==> config.mk <==
export PLATFORM = sky130hd
export DESIGN_NAME = bitwise_op_arbiter
export DESIGN_NICKNAME = d
export VERILOG_FILES = /design/src/rtl/bitwise_op_arbiter.sv
export SDC_FILE = /design/constraint.sdc
export NUM_CORES = 1
export LEC_CHECK = 0
export CAP_MARGIN = 20
export CORE_MARGIN = 2
export CORE_UTILIZATION = 40
export DETAILED_ROUTE_END_ITERATION = 8
export PLACE_DENSITY = 0.82
export SETUP_SLACK_MARGIN = 0.02
export SYNTH_ARGS = -nofsm -noshare
export SYNTH_HDL_FRONTEND = slang
export SYNTH_SLANG_ARGS = --single-unit
==> constraint.sdc <==
create_clock -name clk -period 3.4 [get_ports clk]
set_input_delay 0.51 -clock clk [delete_from_list [all_inputs] [get_ports clk]]
set_output_delay 0.51 -clock clk [all_outputs]
set_load 0.02 [all_outputs]
==> src/rtl/bitwise_op_arbiter.sv <==
// Round-robin arbiter sharing one registered 8-bit OR/AND/XOR/NOR unit between NREQ requesters.
// Optional ARB_STATS_EN adds a saturating output-handshake counter (xfer_count).
module bitwise_op_arbiter #(
    parameter int unsigned WIDTH = 8,
    parameter int unsigned NREQ  = 4,
    parameter int unsigned IDW   = 3
) (
    input  logic                  clk,
    input  logic                  rst,
    input  logic [NREQ-1:0]       req,
    input  logic [2*NREQ-1:0]     op,
    input  logic [WIDTH*NREQ-1:0] a,
    input  logic [WIDTH*NREQ-1:0] b,
    output logic [NREQ-1:0]       gnt,
    output logic [WIDTH-1:0]      y,
    output logic                  y_valid,
    output logic [IDW-1:0]        y_id,
    input  logic                  y_ready
`ifdef ARB_STATS_EN
    ,
    output logic [15:0]           xfer_count
`endif
);

    logic [IDW-1:0]   ptr_q, ptr_d;
    logic [IDW-1:0]   winner;
    logic [NREQ-1:0]  win_oh;
    logic             found;
    logic             can_accept;
    logic             accept;
    logic [1:0]       op_w;
    logic [WIDTH-1:0] a_w, b_w, res;

    logic [WIDTH-1:0] y_q, y_d;
    logic             y_valid_q, y_valid_d;
    logic [IDW-1:0]   y_id_q, y_id_d;

    assign can_accept = !y_valid_q || y_ready;

    // Two passes: requesters at or above ptr first, then the wrapped-around ones below it.
    always_comb begin
        found  = 1'b0;
        win_oh = '0;
        winner = '0;
        for (int unsigned i = 0; i < NREQ; i++) begin
            if (!found && req[i] && (i >= 32'(ptr_q))) begin
                found     = 1'b1;
                win_oh[i] = 1'b1;
                winner    = IDW'(i);
            end
        end
        for (int unsigned i = 0; i < NREQ; i++) begin
            if (!found && req[i] && (i < 32'(ptr_q))) begin
                found     = 1'b1;
                win_oh[i] = 1'b1;
                winner    = IDW'(i);
            end
        end
    end

    assign accept = !rst && can_accept && found;
    assign gnt    = accept ? win_oh : '0;

    always_comb begin
        op_w = '0;
        a_w  = '0;
        b_w  = '0;
        for (int unsigned i = 0; i < NREQ; i++) begin
            if (win_oh[i]) begin
                op_w = op[2*i +: 2];
                a_w  = a[WIDTH*i +: WIDTH];
                b_w  = b[WIDTH*i +: WIDTH];
            end
        end
    end

    always_comb begin
        unique case (op_w)
            2'b00:   res = a_w | b_w;
            2'b01:   res = a_w & b_w;
            2'b10:   res = a_w ^ b_w;
            2'b11:   res = ~(a_w | b_w);
            default: res = '0;
        endcase
    end

    always_comb begin
        y_d       = y_q;
        y_id_d    = y_id_q;
        y_valid_d = y_valid_q;
        ptr_d     = ptr_q;
        if (accept) begin
            y_d       = res;
            y_id_d    = winner;
            y_valid_d = 1'b1;
            ptr_d     = (winner == IDW'(NREQ - 1)) ? '0 : winner + 1'b1;
        end else if (y_ready) begin
            y_valid_d = 1'b0;
        end
    end

    always_ff @(posedge clk) begin
        if (rst) begin
            y_q       <= '0;
            y_id_q    <= '0;
            y_valid_q <= 1'b0;
            ptr_q     <= '0;
        end else begin
            y_q       <= y_d;
            y_id_q    <= y_id_d;
            y_valid_q <= y_valid_d;
            ptr_q     <= ptr_d;
        end
    end

    assign y       = y_q;
    assign y_id    = y_id_q;
    assign y_valid = y_valid_q;

`ifdef ARB_STATS_EN
    logic [15:0] xfer_count_q;

    always_ff @(posedge clk) begin
        if (rst) begin
            xfer_count_q <= '0;
        end else if (y_valid_q && y_ready && (xfer_count_q != 16'hFFFF)) begin
            xfer_count_q <= xfer_count_q + 16'd1;
        end
    end

    assign xfer_count = xfer_count_q;
`endif

endmodule

==> Yosys cells after proc, flatten, opt, wreduce, memory -nomap -nowiden <==
Cells that the tools add are included.
{ "totals": {"reg_bits": 15, "input_bits": 79, "out_inout_bits": 16, "wordCells": 89} }
{ "classes": {"add_sub_neg": 1, "order_cmp": 8, "eq_ne": 4, "muxes": 39, "bitwise": 4, "reduce_logical": 29} }
{ "op_table": {"columns": ["cell", "count"], "rows": [
  ["8-bit two-way mux", 8],
  ["8-bit one-hot mux with 4 select lines", 1],
  ["3-bit two-way mux", 7],
  ["1-bit two-way mux", 18],
  ["1-bit logical AND", 17],
  ["1-bit zero test", 9],
  ["8-bit bitwise AND", 1],
  ["2-bit two-way mux", 4],
  ["8-bit NOT", 1],
  ["8-bit bitwise OR", 1],
  ["8-bit XOR", 1],
  ["1-bit by 3-bit >= comparator with 1-bit output (first input constant)", 2],
  ["2-bit by 3-bit >= comparator with 1-bit output (first input constant)", 2],
  ["1-bit by 3-bit less-than comparator with 1-bit output (first input constant)", 2],
  ["2-bit by 3-bit less-than comparator with 1-bit output (first input constant)", 2],
  ["2-bit == test (second input constant)", 2],
  ["4-bit two-way mux", 1],
  ["3-bit by 1-bit adder with 3-bit output (second input constant)", 1],
  ["3-bit by 2-bit == test with 1-bit output (second input constant)", 1],
  ["2-bit by 1-bit == test with 1-bit output (second input constant)", 1],
  ["2-bit zero test", 1],
  ["2-bit nonzero test", 1],
  ["1-bit logical OR", 1]
]} }

==> Longest topological paths before layout <==
{ "depth": {"ltp_word": 35, "mapped_depth": 14, "depth_no_buf": 11} }

==> Least setup slack after synthesis <==
OpenSTA, ideal clock, no wires.
{ "synth_timing": {"kind": "input -> register", "startpoint": "input port req[0]", "endpoint": "register y_q[7] (netlist: y[7])", "setup_ns": 0.128, "arrival_time_ns": 2.596, "required_time_ns": 3.272, "slack_ns": 0.676, "cell_stages": 13, "n_path_buf": 2, "path_cell_list": "buf_2 > nor2_1 > o21ai_1 > nand2_1 > clkbuf_1 > a222oi_1 > nand2_1 > o21a_1 > inv_1 > ha_1 > mux2_4 > a31oi_1 > o21ai_1"} }
{ "synth_via": {"elab_chain_cells": 34, "elab_cells_between_ends": 59, "classes_between": "3 x eq/ne; 28 x mux; 4 x bitwise; 24 x reduce/logical"} }
{ "synth_rtl": {"columns": ["element", "line_no", "source"], "rows": [
  ["start: declaration", "10", "input logic [NREQ-1:0] req,"],
  ["1-bit logical AND", "46", "if (!found && req[i] && (i >= 32'(ptr_q))) begin"],
  ["1-bit two-way mux", "46", null],
  ["1-bit zero test", "46", null],
  ["1-bit logical AND (2 in series)", "46", null],
  ["1-bit two-way mux", "46", null],
  ["1-bit zero test", "46", null],
  ["1-bit logical AND (2 in series)", "46", null],
  ["1-bit two-way mux", "46", null],
  ["(+15 left out)", null, null],
  ["1-bit two-way mux", "53", "if (!found && req[i] && (i < 32'(ptr_q))) begin"],
  ["1-bit zero test", "53", null],
  ["1-bit logical AND (2 in series)", "53", null],
  ["1-bit two-way mux", "53", null],
  ["8-bit two-way mux", "69", "if (win_oh[i]) begin"],
  ["8-bit bitwise OR", "79, 82", null],
  ["8-bit NOT", "82", "2'b11: res = ~(a_w | b_w);"],
  ["8-bit one-hot mux with 4 select lines", "78", "unique case (op_w)"],
  ["end signal: assignment", "109", "y_q <= y_d;"],
  ["end: declaration", "34", "logic [WIDTH-1:0] y_q, y_d;"]
]} }
Parallel ways exist; a longest one is shown, timed or not.
A chain may end at the register's enable or synchronous reset.

==> Final worst setup path <==
{ "layout_timing": {"startpoint": "input port req[0]", "endpoint": "output port gnt[1]"} }
{ "layout_via": {"elab_chain_cells": 32, "elab_cells_between_ends": 34, "classes_between": "11 x mux; 23 x reduce/logical"} }
{ "layout_rtl": {"columns": ["element", "line_no", "source"], "rows": [
  ["1-bit logical AND", "46", null],
  ["1-bit two-way mux", "46", null],
  ["1-bit zero test", "46", null],
  ["1-bit logical AND (2 in series)", "46", null],
  ["1-bit two-way mux", "46", null],
  ["1-bit zero test", "46", null],
  ["1-bit logical AND (2 in series)", "46", null],
  ["1-bit two-way mux", "46", null],
  ["(+12 left out)", null, null],
  ["1-bit zero test", "53", null],
  ["1-bit logical AND (2 in series)", "53", null],
  ["1-bit two-way mux", "53", null],
  ["1-bit zero test", "53", null],
  ["1-bit logical AND (2 in series)", "53", null],
  ["1-bit two-way mux", "53", null],
  ["1-bit logical AND", "61", "assign accept = !rst && can_accept && found;"],
  ["4-bit two-way mux (*)", "62", "assign gnt = accept ? win_oh : '0;"],
  ["end: declaration", "14", "output logic [NREQ-1:0] gnt,"]
]} }
Every way passes the cells marked *; elsewhere a longest branch is shown, timed or not.

==> reports/results.md <==
| Metric | This run | Unit |
|---|---|---|
| Worst-case clock skew | 3.87 | ps |
| Share of final-layout standard cells stronger than drive strength 1 | 9.09 | % |
| Hold slack final | 495 | ps |
| Result of the run | complete, no violations | - |
| Final max-slew violation count | 0 | - |
| Post-layout minimum cycle time | 3200 | ps |
| Clock buffers created by TritonCTS | 3 | - |
| Layout overhead on the synthesized area | 59.0 | % |
| Fraction of the cycle the final worst path needs | 94.0 | % |
| Worst stage delay on the critical path | 620 | ps |
| First-pass detailed-route iteration total | 5 | - |
| Classification of the worst-slack hold path | reg -> reg | - |
| First-pass GRT wire length | 8760 | um |
| Top sig layer | met4 | - |
| Core area | 4290 | sq um |
| Number of synthesized flops with an enable pin | 0 | - |
| Buf/Inv on CP | 4 | - |
| Start of the worst register-to-register path | ptr_q[1] | - |
| Sequential standard cell area | 260 | sq um |
| Total met3 wirelength after detailed routing | 315 | um |
| Clock latency at the later pin of the worst-skew pair | 250 | ps |
| Floorplan die height | 70.2 | um |
| #FFs+latches synth | 13 | - |
| Post-route design area | 2780 | sq um |
| Overall overflow remaining after global route | 0 | - |
| Most common library cell in the layout ignoring fill and taps | sky130_fd_sc_hd__clkdlybuf4s50_1 | - |
| Total die area | 4920 | sq um |
| DPL Wire Length | 4290 | um |
| Metal2 WL | 2820 | um |
| Max Clock Freq | 313 | MHz |
| Transition at the pin with the smallest max-transition slack | 920 | ps |
| Net count after synthesis | 324 | - |
| Number of global-route vias before repair | 2,051 | - |
| Setup Fix Bufs, Post-CTS | 0 | - |
| Total number of vias | 2,080 | - |
| GRT Total Usage | 21.8 | % |
| Startpoint Class | primary input | - |
| Data arrival, critical path | 2690 | ps |
| Netlist cell types | 45 | - |
| # H-tree levels | 1 | - |
| # IOs | 95 | - |
| Avg Vias per Cell | 5.61 | - |
| Kind of critical path | in -> out | - |
| Area after DPL | 2740 | sq um |
| CTS max path bufs | 2 | - |
| Num Clock Sinks | 13 | - |
| Initial antenna violation count | 0 | - |
| Leak | 1.17 | nW |
| Number of hold-slack violations in the final timing report | 0 | - |
| Setup repair after global routing missed its margin | false | - |
| Count of final setup violators | 0 | - |
| Number of routed nets with antenna violations | 0 | - |
| Detailed Route Iter0 Violations | 152 | - |
| Total number of yosys warnings | 0 | - |
| Global placement routability congestion | 0.803 | - |
| Clock root buffer | sky130_fd_sc_hd__clkbuf_8 | - |
| Required arrival time at the worst endpoint | 2890 | ps |
| Sum of routed wire length over all layers | 5480 | um |
| Top library cells by usage in the layout, fill and taps aside | sky130_fd_sc_hd__clkdlybuf4s50_1, sky130_fd_sc_hd__nor2_1, sky130_fd_sc_hd__nand2_1 | - |
| Setup slack of the worst register-to-register path | 600 | ps |
| Number of I/O port buffers | 93 | - |
| Timing startpoint of the critical path | req[0] | - |
| Power density cells | 428 | nW/um^2 |
| Area occupied by multi-input gates | 1330 | sq um |
| Maximum ir drop on the vdd rail | 184 | uV |
| Num rows | 24 | - |
| Initial core utilization | 40.8 | % |
| Slowest cell on the critical path | sky130_fd_sc_hd__clkdlybuf4s50_1 | - |
| Sequence of cells on the critical path | clkdlybuf4s50_1 > buf_4 > o21ai_0 > o211a_1 > buf_4 > and2_1 > clkdlybuf4s50_1 | - |
| Proportion of register bits with asynchronous set or reset after synthesis | 0 | % |
| # Max-Cap Violations | 0 | - |
| Critical Path Fanout Max | 13 | - |
| Top flip-flop cell by instance count after synthesis | sky130_fd_sc_hd__dfxtp_1 | - |
| Cell family with the largest share of critical-path delay | buffers and inverters | - |
| Post-layout net count | 416 | - |
| Number of remaining DRC errors | 0 | - |
| Antenna cells | 0 | - |
| Summed instance area of the synthesized netlist | 1750 | sq um |
| Average wire per cell in the routed design | 14.8 | um |
| Clock transition at the registers of the reported paths | 60 | ps |
| Met1 Routed Length | 2190 | um |
| TritonCTS clock tree | built | - |
| Cell count after synthesis | 228 | - |
| Sequential-to-total area share from yosys stat | 14.9 | % |
| Number of filler instances in the final layout | 378 | - |
| Kind of capture point of the worst setup path | output pin | - |
| Util after Layout | 64.8 | % |
| Worst Hold Launch | y[2] | - |
| X dimension of the die | 70.2 | um |
| Largest net degree at the start of global routing | 24 | - |
| Total negative setup slack | 0 | ps |
| Worst slew margin relative to its limit | 38.7 | % |
| Synth Area per Inst | 7.68 | sq um |
-- stage by stage --
step | cells | total power [mW] | setup slack (ps)
2_1_floorplan | 228 | 0.778 | 676
3_3_place_gp | 367 | 1.01 | 25.8
3_5_place_dp | 367 | 1.04 | -70.1
4_1_cts | 371 | 1.19 | 177
5_1_grt | 371 | 1.29 | 21.9
6_report | 371 | 1.19 | 203
-- power by group --
part	switching, mW	internal (mW)
Clock	0.0609	0.0830
Combinational	0.387	0.437
Sequential	0.0270	0.195
-- path summary, 6_finish.rpt --
| kind | end | cells past startpoint |
|---|---|---|
| worst max register to register | y[2] | 9 |
| worst min-delay path | y[2] | 2 |
| worst max-delay path | gnt[1] | 7 |
| worst min register to register | y[2] | 2 |
-- worst min-delay path, delay by kind of cell (launching register included) --
| family | cells | cell delay, ps |
|---|---|---|
| DFF | 1 | 310 |
| AOI/OAI and AO/OA | 1 | 60 |
| and+or+nand+nor | 1 | 80 |
-- state kept, by name, summed over array words and instances (netlist names) --
signal   count
y_id         2
y_valid      1
y            8
ptr_q        2
-- repair_timing --
item,4_1_cts,5_1_grt
hold endpoints to repair,0,0
hold buffers,0,0
setup endpoints to repair,0,7
gates resized for setup,0,2
-- cell usage after synthesis (2+ instances only) --
cell	n	area (sq um)
sky130_fd_sc_hd__inv_1	17	63.8
sky130_fd_sc_hd__and2_1	11	68.8
sky130_fd_sc_hd__o211ai_1	4	30.0
sky130_fd_sc_hd__nand2_1	21	78.8
sky130_fd_sc_hd__buf_4	3	22.5
sky130_fd_sc_hd__a21o_1	2	15.0
sky130_fd_sc_hd__buf_6	3	33.8
sky130_fd_sc_hd__nand3b_1	3	22.5
sky130_fd_sc_hd__a222oi_1	16	160
sky130_fd_sc_hd__o21ai_1	8	40.0
sky130_fd_sc_hd__nand3_1	3	15.0
sky130_fd_sc_hd__o21a_1	8	60.1
sky130_fd_sc_hd__dfxtp_1	13	260
sky130_fd_sc_hd__ha_1	17	213
sky130_fd_sc_hd__mux2_4	6	90.1
sky130_fd_sc_hd__nand2b_1	8	50.1
sky130_fd_sc_hd__a21oi_1	5	25.0
sky130_fd_sc_hd__a32o_1	2	20.0
sky130_fd_sc_hd__buf_2	4	20.0
sky130_fd_sc_hd__nor3b_1	7	52.6
sky130_fd_sc_hd__nor2_1	20	75.1
sky130_fd_sc_hd__nor2b_1	5	31.3
sky130_fd_sc_hd__o32a_1	6	60.1
sky130_fd_sc_hd__a31oi_1	6	37.5
sky130_fd_sc_hd__nor3_1	3	15.0
sky130_fd_sc_hd__clkbuf_1	8	30.0
-- routing by layer --
layer | vias up | track usage (%)
met2 | 79 | 41.6
met5 | - | 0
met1 | 968 | 23.6
met3 | 14 | 3.46
li1 | 1019 | -
met4 | 0 | 8.76
-- cells by family (layout without fill, tap and decap cells) --
kind of cell,Yosys count,after routing,share of synthesized area (%)
other,1,1,0.214
muxes,8,8,6.36
adders and majority gates,17,17,12.2
DFF,13,13,14.9
AOI/OAI and AO/OA,67,67,31.0
buffers and inverters,35,126,9.72
and+or+nand+nor,87,87,25.7
-- area by class of cell --
cell class / instances / area share [%]
tap: 52 / 2.34
sequential: 13 / 9.35
inverter: 17 / 2.29
clock buffer: 4 / 1.62
multi-input combinational: 180 / 47.7
timing repair buffer: 105 / 36.7
Power figures use the tool's default switching activity.
==> edit, RTL diff (config.mk and constraints unchanged) <==
Set the parameter `NREQ` to 3 (it was 4).
--- a/src/rtl/bitwise_op_arbiter.sv
+++ b/src/rtl/bitwise_op_arbiter.sv
@@ -2,7 +2,7 @@
 // Optional ARB_STATS_EN adds a saturating output-handshake counter (xfer_count).
 module bitwise_op_arbiter #(
     parameter int unsigned WIDTH = 8,
-    parameter int unsigned NREQ  = 4,
+    parameter int unsigned NREQ  = 3,
     parameter int unsigned IDW   = 3
 ) (
     input  logic                  clk,
Interface: changed (5 resized); port bits go from 95 to 75. No check against the original RTL was run, so the function may have changed too.
==> edit against the original RTL <==
Synthesized cell count decreased by 22%. Area after synthesis is 14% lower. Routed wire length shrank 21%. Global-route usage fell by 0.42 points. Setup slack better by 0.20 ns. Cell count decreased by 19%. Sequential cell count grew 1. Design area is 16% lower. Critical path type unchanged. First-iteration DRC count increased by 3.9%.
Power is not compared: it rests on default switching activity, and its combinational part moved more than twofold at a synthesized area within 25%.
==> edit: results (changes against the original RTL) <==
.. list-table::
   :header-rows: 1

   * - Metric
     - Value
   * - Global-route wire length before repair
     - 7240 um (-17%)
   * - Clock skew after layout
     - 0.000503 ns (-0.00336 ns)
   * - Area share of fa/ha/maj cells after synthesis
     - 13.3% (+1.2 points)
   * - Hold path startpoint
     - y_id[1]$_SDFFE_PP0N_
   * - Worst hold path depth
     - 1 (-1)
   * - Final-layout fill cell count
     - 335 (-11%)
   * - Nets
     - 328 (-21%)
   * - FMAX
     - 334 MHz (+6.7%)
   * - Post-synthesis mux area share
     - 0% (-6.4 points)
   * - Crit-path max FO
     - 9 (-4)
   * - Ratio of cells with drive above 1 in the final layout
     - 9.16% (+0.072 points)
   * - Post-synthesis cell type count
     - 36 (-20%)
   * - Global-route total usage across every layer
     - 21.4% (-0.42 points)
   * - Reg2Reg Capture Point
     - y[5]$_SDFFE_PP0N_
   * - Final WL
     - 4360 um (-21%)
   * - Part of the Yosys area used for sequential elements
     - 18.7% (+3.8 points)
   * - Flop2flop setup slack
     - 0.99 ns (+0.39 ns)
   * - Average footprint of a synthesized cell
     - 8.49 um2 (+11%)
   * - Most used flip-flop cell after synthesis
     - sky130_fd_sc_hd__dfxtp_1
   * - Most area-consuming cells after synthesis
     - sky130_fd_sc_hd__dfxtp_1 19%, sky130_fd_sc_hd__ha_1 13%, sky130_fd_sc_hd__a222oi_1 11%
   * - Min-Delay Endpoint
     - y_id[1]$_SDFFE_PP0N_
   * - Switching power as a share of total power
     - about a third
   * - Final RePlAce weighted congestion
     - 0.827 (+2.9%)
   * - Slew HR
     - 66.3% (+28 points)
   * - Status
     - completed
   * - Area fraction in compound gates after synthesis
     - 42.7% (+12 points)
   * - Placed cells
     - 295 (-20%)
   * - Total placed instance area
     - 2280 um2 (-17%)
   * - Launch point of the worst reg-to-reg path
     - ptr_q[0]$_SDFFE_PP0N_
   * - Violation count after the first detailed-routing iteration
     - 158 (+3.9%)
   * - Estimated wirelength of the detail-placed design
     - 3370 um (-21%)
   * - Worst-case setup slack after placement
     - 0.405 ns (+0.475 ns)
   * - Syn nets
     - 253 (-22%)
   * - End point of the critical path
     - gnt[0]
   * - Average wire per standard cell
     - 14.6 um (-1.4%)
   * - Vias post-DR
     - 1693 (-19%)
   * - Final hold slack
     - 0.482 ns (-0.0133 ns)
   * - Leading post-synthesis cells by instance count
     - 27 x sky130_fd_sc_hd__inv_1, 16 x sky130_fd_sc_hd__a222oi_1, 16 x sky130_fd_sc_hd__ha_1
   * - Final design utilization
     - 64.3% (-0.57 points)
   * - Worst reg2reg path depth
     - 8 (-1)
   * - Maximum number of pins on one net before global-route repair
     - 21 (-13%)
   * - Arrival time at the worst endpoint
     - 2.49 ns (-0.20 ns)
   * - Count of buffers from port buffering
     - 73 (-22%)
-- edit: cell count changes in the layout (fill, tap and decap cells not counted), moves of 8 or more --
| cell | unedited run | this run |
|---|---|---|
| sky130_fd_sc_hd__clkdlybuf4s50_1 | 93 | 73 |
| sky130_fd_sc_hd__inv_1 | 17 | 27 |
| sky130_fd_sc_hd__nor2_1 | 20 | 8 |
| sky130_fd_sc_hd__o211ai_1 | 4 | 15 |
| sky130_fd_sc_hd__o21ai_1 | 8 | 0 |
-- edit: critical path: cells and delay by family --
family,cells,cell delay [ns]
simple gates,1,0.16
buf+inv,4,1.56
compound gates,1,0.26
-- edit: metal layers --
layer | GRT usage (%) | part of all wire [%]
met3 | 1.54 | 5.3
met1 | 26.5 | 42
met2 | 38.5 | 51
met5 | 0 | 0
met4 | 7.81 | 2.1
-- edit: final cells by class --
cell class                 count  share of cell area, %
clock buffer                   4                   2.36
inverter                      27                   4.34
multi-input combinational    124                   44.5
sequential                    14                   12.0
tap                           48                   2.57
timing repair buffer          82                   34.2
